$ cat src/rtl/pipeline_ctrl_pkg.sv
// Shared definitions for the pipeline hazard/stall controller.
//   state_t     : FSM state encodings (2'b11 is unreachable and recovers to RUN)
//   ctrl_out_t  : bundle of the Mealy control outputs
//   REG_ZERO    : architectural zero register (never a real dependency)
//   WAIT_LIMIT  : memory-wait timer value that forces a timeout
//   CNT_MAX     : saturation value of the performance counters
//   sat_inc     : saturating increment for the 16-bit counters
package pipeline_ctrl_pkg;

  typedef enum logic [1:0] {
    ST_INIT     = 2'b00,
    ST_RUN      = 2'b01,
    ST_MEM_WAIT = 2'b10,
    ST_ILLEGAL  = 2'b11
  } state_t;

  typedef struct packed {
    logic pc_write;
    logic if_id_write;
    logic ctrl_zero;
    logic id_ex_write;
    logic ex_mem_write;
    logic if_flush;
    logic ex_flush;
  } ctrl_out_t;

  localparam logic [4:0]  REG_ZERO   = 5'd0;
  localparam logic [7:0]  WAIT_LIMIT = 8'd255;
  localparam logic [15:0] CNT_MAX    = 16'hFFFF;

  function automatic logic [15:0] sat_inc(input logic [15:0] v);
    return (v == CNT_MAX) ? v : v + 16'd1;
  endfunction

endpackage

$ cat src/rtl/pipeline_ctrl_lud.sv
// load_use_detect: combinational load-use hazard comparator.
//   ex_memread : ID/EX instruction is a load
//   ex_rt      : destination of that load
//   id_rs/id_rt: source fields of the instruction in ID
//   lu         : ID instruction needs the load result next cycle
module load_use_detect
  import pipeline_ctrl_pkg::*;
(
  input  logic       ex_memread,
  input  logic [4:0] ex_rt,
  input  logic [4:0] id_rs,
  input  logic [4:0] id_rt,
  output logic       lu
);

  // A load into r0 writes nothing, so it can never create a dependency.
  assign lu = ex_memread && (ex_rt != REG_ZERO) &&
              ((ex_rt == id_rs) || (ex_rt == id_rt));

endmodule

$ cat src/rtl/pipeline_ctrl.sv
// pipeline_ctrl: pipeline enable/flush controller with memory-wait FSM.
// Inputs : clk, rst (async, active-high), id_rs/id_rt/ex_rt/ex_memread
//          (load-use detection), pcsrc/jump (redirects), mem_req/mem_ready.
// Outputs: pc_write, if_id_write, ctrl_zero, id_ex_write, ex_mem_write,
//          if_flush, ex_flush (Mealy), state (debug view of the FSM),
//          stall_cnt/flush_cnt (saturating), mem_timeout (sticky).
//
// Memory handshake: mem_req is held by MEM while it has an access in flight;
// the access completes in the cycle where mem_req and mem_ready are both high.
// mem_ready without a request in RUN has no effect; in MEM_WAIT mem_ready alone
// ends the wait.
module pipeline_ctrl
  import pipeline_ctrl_pkg::*;
(
  input  logic        clk,
  input  logic        rst,
  input  logic [4:0]  id_rs,
  input  logic [4:0]  id_rt,
  input  logic [4:0]  ex_rt,
  input  logic        ex_memread,
  input  logic        pcsrc,
  input  logic        jump,
  input  logic        mem_req,
  input  logic        mem_ready,
  output logic        pc_write,
  output logic        if_id_write,
  output logic        ctrl_zero,
  output logic        id_ex_write,
  output logic        ex_mem_write,
  output logic        if_flush,
  output logic        ex_flush,
  output logic [1:0]  state,
  output logic [15:0] stall_cnt,
  output logic [15:0] flush_cnt,
  output logic        mem_timeout
);

  state_t     state_r;
  state_t     state_nx;
  ctrl_out_t  ctl;
  logic       init_cnt;
  logic [7:0] wait_timer;
  logic       lu;
  logic       wait_start;
  logic       timeout_hit;

  load_use_detect u_load_use_detect (
    .ex_memread (ex_memread),
    .ex_rt      (ex_rt),
    .id_rs      (id_rs),
    .id_rt      (id_rt),
    .lu         (lu)
  );

  assign wait_start  = (state_r == ST_RUN) && mem_req && !mem_ready;
  // Timer counts the MEM_WAIT cycles already spent; the cycle that would make
  // it reach WAIT_LIMIT is the last one we are willing to wait.
  assign timeout_hit = (state_r == ST_MEM_WAIT) && !mem_ready &&
                       (wait_timer == (WAIT_LIMIT - 8'd1));

  // State register
  always_ff @(posedge clk or posedge rst) begin
    if (rst) state_r <= ST_INIT;
    else     state_r <= state_nx;
  end

  // Next-state logic
  always_comb begin
    state_nx = state_r;
    case (state_r)
      ST_INIT:     state_nx = init_cnt ? ST_RUN : ST_INIT;
      ST_RUN:      state_nx = wait_start ? ST_MEM_WAIT : ST_RUN;
      ST_MEM_WAIT: state_nx = (mem_ready || timeout_hit) ? ST_RUN : ST_MEM_WAIT;
      default:     state_nx = ST_RUN;
    endcase
  end

  // Output decode (Mealy). Priority in RUN: memory wait, load-use, branch, jump.
  always_comb begin
    ctl = '0;
    case (state_r)
      ST_INIT: begin
        ctl.ctrl_zero    = 1'b1;
        ctl.id_ex_write  = 1'b1;
        ctl.ex_mem_write = 1'b1;
        ctl.if_flush     = 1'b1;
        ctl.ex_flush     = 1'b1;
      end
      ST_RUN: begin
        if (mem_req && !mem_ready) begin
          ctl = '0;
        end else if (lu) begin
          // Hold PC and IF/ID, inject a bubble; redirects wait a cycle.
          ctl.ctrl_zero    = 1'b1;
          ctl.id_ex_write  = 1'b1;
          ctl.ex_mem_write = 1'b1;
        end else begin
          ctl.pc_write     = 1'b1;
          ctl.if_id_write  = 1'b1;
          ctl.id_ex_write  = 1'b1;
          ctl.ex_mem_write = 1'b1;
          ctl.if_flush     = pcsrc || jump;
          ctl.ex_flush     = pcsrc;
        end
      end
      ST_MEM_WAIT: begin
        // The completing cycle behaves like an ordinary RUN cycle.
        if (mem_ready) begin
          ctl.pc_write     = 1'b1;
          ctl.if_id_write  = 1'b1;
          ctl.id_ex_write  = 1'b1;
          ctl.ex_mem_write = 1'b1;
        end
      end
      default: begin
        // Unreachable encoding: freeze and bubble for the single recovery cycle.
        ctl.ctrl_zero = 1'b1;
      end
    endcase
  end

  assign pc_write     = ctl.pc_write;
  assign if_id_write  = ctl.if_id_write;
  assign ctrl_zero    = ctl.ctrl_zero;
  assign id_ex_write  = ctl.id_ex_write;
  assign ex_mem_write = ctl.ex_mem_write;
  assign if_flush     = ctl.if_flush;
  assign ex_flush     = ctl.ex_flush;
  assign state        = state_r;

  // INIT length counter and memory-wait timer
  always_ff @(posedge clk or posedge rst) begin
    if (rst) begin
      init_cnt   <= 1'b0;
      wait_timer <= 8'd0;
    end else begin
      init_cnt <= (state_r == ST_INIT) ? ~init_cnt : 1'b0;
      if (wait_start)
        wait_timer <= 8'd0;
      else if ((state_r == ST_MEM_WAIT) && (wait_timer != WAIT_LIMIT))
        wait_timer <= wait_timer + 8'd1;
    end
  end

  // Performance counters and sticky timeout flag
  always_ff @(posedge clk or posedge rst) begin
    if (rst) begin
      stall_cnt   <= 16'd0;
      flush_cnt   <= 16'd0;
      mem_timeout <= 1'b0;
    end else begin
      if (((state_r == ST_RUN) || (state_r == ST_MEM_WAIT)) && !ctl.pc_write)
        stall_cnt <= sat_inc(stall_cnt);
      if ((state_r == ST_RUN) && ctl.if_flush)
        flush_cnt <= sat_inc(flush_cnt);
      if (timeout_hit)
        mem_timeout <= 1'b1;
    end
  end

endmodule

$ cat config.mk
export PLATFORM = sky130hd
export DESIGN_NAME = pipeline_ctrl
export DESIGN_NICKNAME = d
export VERILOG_FILES = /design/src/rtl/pipeline_ctrl_pkg.sv /design/src/rtl/pipeline_ctrl_lud.sv /design/src/rtl/pipeline_ctrl.sv
export SDC_FILE = /design/constraint.sdc
export NUM_CORES = 1
export LEC_CHECK = 0
export CORE_MARGIN = 10
export CORE_UTILIZATION = 35
export CTS_CLUSTER_DIAMETER = 80
export DETAILED_ROUTE_END_ITERATION = 6
export GPL_ROUTABILITY_DRIVEN = 0
export PLACE_DENSITY_LB_ADDON = 0.25
export SLEW_MARGIN = 20
export SYNTH_ARGS = -nofsm -noshare
export SYNTH_HDL_FRONTEND = slang
export SYNTH_SLANG_ARGS = --single-unit
$ cat constraint.sdc
create_clock -name clk -period 2.4 [get_ports clk]
set_input_delay 0.6 -clock clk [delete_from_list [all_inputs] [get_ports clk]]
set_output_delay 0.6 -clock clk [all_outputs]
set_load 0.05 [all_outputs]
# Yosys cells after proc, flatten, opt, wreduce, memory -nomap -nowiden
# Cells that the tools add are included.
[op_classes]
add_sub_neg = 3
n_eq_ne = 8
mux = 16
bitwise = 3
reduce_logical = 21
[op_table]
columns = ["operator", "count"]
rows = [
  ["$add A16 B1 Y16 const B", 2],
  ["$eq A16 B16 Y1 const B", 2],
  ["$mux W8", 2],
  ["$pmux W2 S3", 2],
  ["$eq A5 B5 Y1", 2],
  ["$logic_and A1 B1 Y1", 10],
  ["$mux W2", 5],
  ["$add A8 B1 Y8 const B", 1],
  ["$eq A8 B8 Y1 const B", 1],
  ["$ne A8 B8 Y1 const B", 1],
  ["$pmux W2 S2", 2],
  ["$mux W7", 1],
  ["$reduce_bool A5 Y1", 1],
  ["$logic_or A1 B1 Y1", 4],
  ["$reduce_and A2 Y1", 2],
  ["$mux W1", 3],
  ["$not A1 Y1", 3],
  ["$eq A2 B1 Y1 const B", 1],
  ["$eq A2 B2 Y1 const B", 1],
  ["$logic_not A1 Y1", 2],
  ["$logic_not A2 Y1", 1],
  ["$pmux W1 S2", 1],
  ["$reduce_bool A2 Y1", 1],
]
[totals]
regBits = 44
inputBits = 22
out_inout_bits = 42
wordCells = 57

# Logic depth before layout (Yosys ltp)
# Gate-level depths: netlist of run 1.
[logic_depth]
word_depth = 9
mapped_depth = 8
ltp_nobuf = 8

# Hierarchy
# From an unflattened synthesis of run 1, not the netlist that was laid out.
[unflattened]
hier_cells = 243
hier_area_um2 = 2408.6
[modules_own_cells]
columns = ["module", "instances", "cells_per_inst", "area_each_um2", "seq_area_each_um2"]
rows = [
  ["pipeline_ctrl", 1, 226, 2283.4, 1101.1],
  ["load_use_detect", 1, 17, 125.1, 0.0],
]

# Worst setup path before layout of run 1
# No wires, ideal clock.
[synth_path]
path_kind = "input -> output"
start = "input port ex_rt[0]"
end = "output port pc_write"
arrival_time_ns = 2.705
required_ns = 1.800
setup_slack_ns = -0.905
cell_stages = 6
path_buffers = 1
path_cell_list = "or4_1 -> o21a_1 -> a21oi_2 -> a21oi_1 -> nor2b_1 -> buf_4"
[synth_between]
elab_chain_cells = 6
[synth_rtl]
columns = ["element", "line", "source"]
rows = [
  ["from (decl)", "pipeline_ctrl.sv:19", "input logic [4:0] ex_rt,"],
  ["$eq A5 B5 Y1 or $reduce_bool A5 Y1 (tied branches)", "pipeline_ctrl_lud.sv:18, pipeline_ctrl_lud.sv:17", ""],
  ["$logic_or A1 B1 Y1 or $logic_and A1 B1 Y1 (tied branches)", "pipeline_ctrl_lud.sv:18, pipeline_ctrl_lud.sv:17", ""],
  ["$logic_and A1 B1 Y1 *", "pipeline_ctrl_lud.sv:17", "assign lu = ex_memread && (ex_rt != REG_ZERO) &&"],
  ["$mux W2 *", "pipeline_ctrl.sv:92", "end else if (lu) begin"],
  ["$mux W7 *", "pipeline_ctrl.sv:90", "if (mem_req && !mem_ready) begin"],
  ["$pmux W2 S2 *", "pipeline_ctrl.sv:81", "case (state_r)"],
  ["to (decl)", "pipeline_ctrl.sv:25", "output logic pc_write,"],
]
# Every way passes the cells marked *; elsewhere a longest branch is shown, timed or not.

# Final worst setup path of run 1
[layout_path]
start = "input port ex_rt[2]"
end = "output port pc_write"
# Same word-level chain as after synthesis.

==> metrics.md, run 1 <==
| Metric | Value |
|---|---|
| Global-route wire length before repair | 9.922 mm |
| Antenna cells | 0 |
| H-tree Lvls | 2 |
| Least-Margin Pin Slew | 0.5551 ns |
| Cts hold-fix bufs | 0 |
| Tot GR Track Use | 0.1181 |
| P&R area growth vs syn | 48.54% |
| Setup WS post-layout | -0.2301 ns |
| Fin. max-slew vios | 0 |
| IO Pins | 64 |
| Initial DRC count | 50 |
| Die width | 101.4 um |
| Gate count of the mapped netlist | 229 |
| Post-Syn Area | 0.002317 mm2 |
| Via-to-Cell Ratio | 4.872 |
| Synth warn | 0 |
| WP data required | 1.80 ns |
| Internal power | 2.041 mW |
| Synthesized Nets | 259 |
| Combinational power share | 0.592 |
| CTS tree | done |
| PD cells | 1082 mW/mm2 |
| Ys flop type | dfrtp_1 |
| Post-Place Worst Slack | -0.6314 ns |
| Root Driver | clkbuf_8 |
| Ys async rst share | 1.000 |
| Power, Total | 3.725 mW |
| Detail Route Antenna Nets | 0 |
| #FFs+latches synth | 44 |
| Die H | 101.4 um |
| Clk slew on worst S/H paths | 0.08 ns |
| Post-synthesis sequential area ratio | 0.4752 |
| Proportion of layout cells with a drive suffix above 1 | 0.2087 |
| Setup crit start kind | input port |
| GR Overflow Total | 0 |
| TritonCTS Buffers | 5 |
| Worst min path class | flop to flop |
| Worst Path Max Fanout | 3 |
| Avg Inst Size Synth | 10.12 um2 |
| Initial Utilization | 0.3629 |
| Number of placement rows | 29 |
| Clock power frac | 0.123 |
| CP arrival | 2.03 ns |
| Leak Pwr | 1.559 nW |
| Final Skew | 0.007364 ns |
| Seq pwr share | 0.285 |
| Setup TNS | -0.7955 ns |
| Achievable Freq | 380.2 MHz |
| Post-synth cell types | 38 |
| Post-synth EDFFs | 0 |
| Sw Ratio | 0.4521 |
| Worst skew pair latency | 0.30 ns |
| Max-capacitance violation count | 0 |
| Post-route minimum period | 2.630 ns |
| Antenna violations before repair | 0 |
| Number of vias in the routed layout | 1939 |
| DRC | 0 |
| Pin count of the biggest net entering global routing | 45 |
| Clock sinks | 44 |
| Core Box Area | 0.006386 mm2 |
| Crit share post-route | 1.096 |
| VDD IR-drop max | 0.0008809 V |
| DR WL/cell | 14.65 um |
| Switching power | 1.684 mW |
| Vias in the first global route | 2047 |
| RSZ-0062 raised after global routing | true |
| Net count, final | 350 |
| Slew Limit Headroom | 0.6299 |
| Final setup vio count | 5 |
| Crit Path Class | input port to primary output |
| Outcome | finished, violations left |
| Die area | 0.01027 mm2 |
| Failing checks | setup timing |
| WL final | 5.829 mm |
| Final Hold Vio Count | 0 |
| CP endpoint kind | primary output |
| PortBufs | 63 |
| Initial DRT Pass Iterations | 5 |
| Post-DP HPWL | 4.507 mm |
| Clk buf depth | 2 |
-- layer usage --
layer / wire, um / track usage / vias up / part of all wire
li1: - / - / 960 / -
met1: 2733 / 0.1505 / 923 / 0.47
met2: 2629 / 0.1826 / 48 / 0.45
met3: 389 / 0.04084 / 8 / 0.067
met4: 76 / 0.03859 / 0 / 0.013
met5: 0 / 0 / - / 0
-- final timing paths --
| path | start | endpoint | slack (ns) | depth (start not counted) |
|---|---|---|---|---|
| setup / recovery | ex_rt[2] | pc_write | -0.23 | 7 |
| hold / removal | init_cnt | init_cnt | 0.43 | 1 |
| setup reg to reg | stall_cnt[5] | stall_cnt[1] | 0.39 | 8 |
| hold reg to reg | init_cnt | init_cnt | 0.43 | 1 |
| max in group asynchronous | rst | init_cnt | 1.28 | 3 |
| min in group asynchronous | rst | flush_cnt[8] | 0.74 | 3 |
-- final cells by class --
cell class                      instances  area, um2
Clock buffer                            5      68.82
Clock inverter                          3      18.77
Fill cell                             598       2944
Inverter                               11      41.29
Multi-Input combinational cell        170       1247
Sequential cell                        44       1101
Tap cell                               77      96.34
Timing Repair Buffer                   88      868.3
-- metrics by stage --
step / std cells / instance area (um2) / utilization / hold WS [ns]
after floorplan: 229 / 2347 / - / 0.4027
after global placement: 387 / 3276 / 0.5129 / 0.4243
after detailed placement: 387 / 3276 / 0.5129 / 0.4277
after CTS: 397 / 3381 / 0.5294 / 0.4386
after global routing: 398 / 3442 / 0.5390 / 0.4457
final: 398 / 3442 / 0.5390 / 0.4333
-- placed cells by master, fill, tap and decap left out, types with 2 or more instances in the layout --
cell | synthesis | final
dfrtp_1 | 44 | 44
nor3_2 | 3 | 3
clkdlybuf4s50_1 | 0 | 40
clkbuf_8 | 0 | 5
xnor2_1 | 23 | 20
nor3_1 | 6 | 6
dlygate4sd2_1 | 0 | 8
a21oi_1 | 6 | 4
buf_2 | 0 | 3
clkinv_2 | 0 | 2
or3_1 | 2 | 2
buf_12 | 0 | 7
inv_1 | 11 | 11
clkdlybuf4s15_1 | 0 | 4
ha_1 | 8 | 7
o22ai_2 | 0 | 2
o21ai_0 | 2 | 2
xnor2_2 | 0 | 3
a21oi_2 | 1 | 2
buf_6 | 1 | 2
nand4_1 | 8 | 8
nand3_1 | 23 | 22
nor2_1 | 18 | 18
nand2_1 | 19 | 18
buf_4 | 2 | 24
and3_1 | 5 | 5
nor4_1 | 2 | 2
xor2_1 | 22 | 22
-- timing repair --
| item | in CTS | in global routing |
|---|---|---|
| setup buffers | 2 | 1 |
| pin swaps | 14 | 11 |
| setup endpoints to repair | 36 | 14 |
| resized for setup | 36 | 11 |
| hold endpoints to repair | 0 | 0 |
-- flip-flops by register name, indices dropped and copies added, names as in the netlist --
signal,cells
flush_cnt,16
stall_cnt,16
wait_timer,8
state,2
init_cnt,1
mem_timeout,1
-- power by group through the flow --
stage	Combinational (mW)	Clock, mW	Sequential [mW]
floorplan	0.919	0	1.42
global route	2.36	0.512	1.09
detailed placement	2.16	0	1.08
global placement	2.14	0	1.07
CTS	2.19	0.480	1.06
finish	2.21	0.459	1.06
-- cell families (layout without fill, tap and decap cells) --
logic type	Yosys count	after routing	synth area share
and+or+nand+nor	93	93	0.2046
xor gates and xnor gates	45	45	0.1701
DFF	44	44	0.4752
AOI/OAI and AO/OA	21	21	0.06210
buffers and inverters	15	107	0.03077
adders and majority gates	8	8	0.04320
muxes	3	3	0.01404
-- synth_stat cells (2+ instances only) --
cell | number | area share
dfrtp_1 | 44 | 0.48
a21oi_1 | 6 | 0.013
inv_1 | 11 | 0.018
a21o_1 | 2 | 0.0065
nor4_1 | 2 | 0.0054
and3_1 | 5 | 0.013
nor2b_1 | 2 | 0.0054
o22ai_1 | 2 | 0.0054
xnor2_1 | 23 | 0.087
ha_1 | 8 | 0.043
nand4_1 | 8 | 0.022
nor2_1 | 18 | 0.029
or3_1 | 2 | 0.0054
o21ai_0 | 2 | 0.0043
nor3_1 | 6 | 0.013
nand2_1 | 19 | 0.031
nand3_1 | 23 | 0.050
buf_4 | 2 | 0.0065
xor2_1 | 22 | 0.083
nor3_2 | 3 | 0.013
o21a_1 | 2 | 0.0065
-- critical path, stage by stage --
cell     delay [ns]
buf_6          0.09
or4_4          0.52
o21a_4         0.23
a21oi_4        0.16
a21oi_2        0.06
nor2b_4        0.19
buf_12         0.16
No activity file was read; power rests on OpenSTA's default activity.
==> inputs of run 2 (changes only) <==
--- a/config.mk
+++ b/config.mk
@@ -7,7 +7,6 @@
 export LEC_CHECK = 0
 export CORE_MARGIN = 10
 export CORE_UTILIZATION = 35
-export CTS_CLUSTER_DIAMETER = 80
 export DETAILED_ROUTE_END_ITERATION = 6
 export GPL_ROUTABILITY_DRIVEN = 0
 export PLACE_DENSITY_LB_ADDON = 0.25
==> results of run 2 <==
Final layout, timing and power as in run 1 (identical DEF).
==> edit (config.mk and constraints of run 1) <==
Make the reset (`rst`) synchronous in 3 clocked blocks. Comments in the files are not updated.
--- a/src/rtl/pipeline_ctrl.sv
+++ b/src/rtl/pipeline_ctrl.sv
@@ -59,7 +59,7 @@
                        (wait_timer == (WAIT_LIMIT - 8'd1));
 
   // State register
-  always_ff @(posedge clk or posedge rst) begin
+  always_ff @(posedge clk) begin
     if (rst) state_r <= ST_INIT;
     else     state_r <= state_nx;
   end
@@ -129,7 +129,7 @@
   assign state        = state_r;
 
   // INIT length counter and memory-wait timer
-  always_ff @(posedge clk or posedge rst) begin
+  always_ff @(posedge clk) begin
     if (rst) begin
       init_cnt   <= 1'b0;
       wait_timer <= 8'd0;
@@ -143,7 +143,7 @@
   end
 
   // Performance counters and sticky timeout flag
-  always_ff @(posedge clk or posedge rst) begin
+  always_ff @(posedge clk) begin
     if (rst) begin
       stall_cnt   <= 16'd0;
       flush_cnt   <= 16'd0;
Check against the original RTL: differs if rst is asserted again (counterexample within 4 cycles, from zero or initial values and one cycle with rst high); with rst held inactive, the same outputs for 10 cycles.
==> edit against run 1 <==
The flow still finishes with violations (negative setup slack); synthesized cell count is 21% higher; via count is 13% higher; global-route usage is 0.24 points lower; area after synthesis is 1.7% higher; setup slack better by 0.019 ns; sequential cell count stayed put; critical path depth stayed put; final area hardly changed; routed wire length is 4.5% higher; clock skew is 0.0012 ns higher; count of clock-buffer cells in the layout is 1 higher; critical path type unchanged.
Power is not compared: it rests on default switching activity, and its combinational part moved more than twofold at a synthesized area within 25%.
==> edit: results (changes against run 1) <==
reg.largest.list: "flush_cnt x16, stall_cnt x16, wait_timer x8"  # unchanged
worstSkewPairLatency_ns: 0.29
diodes: 0  # unchanged
antenna_found_initial: 0  # unchanged
netlist_top_cells_count: "dfxtp_1, nor2_1, xnor2_1, nand2_1, nand3_1"  # was dfrtp_1, nand3_1, xnor2_1, xor2_1, nand2_1
hp-class: "register to register"  # unchanged
grt_max_degree: 29  # was 45
cts_root_buffer: "clkbuf_8"  # unchanged
drt-initial-drc-count: 58  # was 50
port_buffers: 63  # unchanged
setup_viol: 5  # unchanged
dp_hpwl_um: 4740  # was 4510 um
synth_cell_types: 46  # was 38
grt_pass1_vias: 2081  # was 2047
cp_max_fo: 3  # unchanged
fin_skew_ns: 0.00853  # was 0.00736 ns
first_pass_iters: 4  # was 5
violations: "negative setup slack"  # unchanged
p_leak_nw: 1.21
slowest_delay_ns: 0.53
crit_family: "simple AND/OR/NAND/NOR gates"  # unchanged
routedWlPerCell_um: 14.0  # was 14.6 um
cts_max_level: 2  # unchanged
path_clk_slew_ns: 0.07
slowest_stage: "or4_4"  # unchanged
synth.area.top_cells: "dfxtp_1, xnor2_1, nor2_1"  # was dfrtp_1, xnor2_1, xor2_1
relSlewSlack_pct: 65.5  # was 63.0%
dp_slack_ns: -0.635  # was -0.631 ns
yosys_most_used_dff: "dfxtp_1"  # was dfrtp_1
drive_gt1_share_pct: 17.0  # was 20.9%
yosys_warnings: 0  # unchanged
async_reset_ff_share_pct: 0  # was 100%
status: "finished with violations"  # unchanged
syn-num-nets: 306  # was 259
track_usage_pct: 11.6  # was 11.8%
grt_pass1_wl_um: 9940  # was 9920 um
ys_seq_area_share_pct: 37.4  # was 47.5%
setup_ws_ns: -0.211  # was -0.230 ns
clockBufferDepth: 2  # unchanged
nets: 388  # was 350
cp.arrival_ns: 2.01  # was 2.03 ns
ir_drop_uv: 311
cts_buffers: 5  # unchanged
vias: 2198  # was 1939
[edit: cell types whose count changed in the layout (fill, tap and decap cells not counted), sizes merged, moves of 10 or more]
cell	run 1	this run
dfrtp	44	0
nor2	18	29
o21ai	3	13
xor2	22	6
dfxtp	0	44
[edit: cells by family (layout without fill, tap and decap cells)]
kind of cell	after synthesis	count (layout)	share of synthesized area (%)
AO/OA/AOI/OAI	45	45	13.6
buffers and inverters	19	101	3.77
multiplexers	2	2	0.850
flip-flops	44	44	37.4
adder cells (fa/ha/maj)	8	8	4.25
AND/OR/NAND/NOR	124	124	27.5
XOR/XNOR	34	34	12.6
[edit: final cells by class]
cell class | instances | area (um2)
fillers | 623 | 3020
multi-input cells | 213 | 1490
flip-flops and latches | 44 | 883
repair buffers | 84 | 858
well taps | 77 | 96.3
clock buffers | 6 | 72.6
inverters | 10 | 37.5
clock inverters | 1 | 5.00
[edit: report_power, final]
group / internal, mW / leakage [nW] / total [mW] / switching (mW)
clock network: 0.199 / 0.0410 / 0.446 / 0.248
registers: 0.747 / 0.356 / 0.765 / 0.0180
logic: 0.224 / 0.810 / 0.514 / 0.290
total: 1.17 / 1.21 / 1.73 / 0.556
[edit: final timing paths]
kind                                  start                         to  slack (ns)  depth (start not counted)
setup / recovery                   ex_rt[2]                if_id_write       -0.21                          7
hold reg to reg         init_cnt$_SDFF_PP0_        init_cnt$_SDFF_PP0_        0.44                          1
hold / removal          init_cnt$_SDFF_PP0_        init_cnt$_SDFF_PP0_        0.44                          1
setup reg to reg  stall_cnt[4]$_SDFFE_PP0P_  stall_cnt[1]$_SDFFE_PP0P_        0.29                          8
[edit: repair_timing]
action	CTS	global route
pin swaps	17	9
gates cloned	0	0
buffers inserted	1	1
endpoints found under the setup margin	34	14
resized for setup	35	8
[edit: layer usage]
metal / track usage (%) / wire length [um]
met5: 0 / 0
met4: 2.39 / 36
met3: 3.85 / 380
met2: 20.0 / 2980
met1: 13.7 / 2690
[edit: through the flow]
step                      power (mW)  instances  util (%)  area (um2)  setup TNS (ns)
final                           1.73        435      53.3        3440          -0.876
after global routing            1.80        435      53.3        3440           -1.11
after CTS                       1.73        434      52.6        3400           -1.08
after detailed placement        1.29        426      51.2        3310          -15.94
after global placement          1.28        426      51.2        3310          -14.98
after floorplan                 1.08        276         -        2420          -0.915
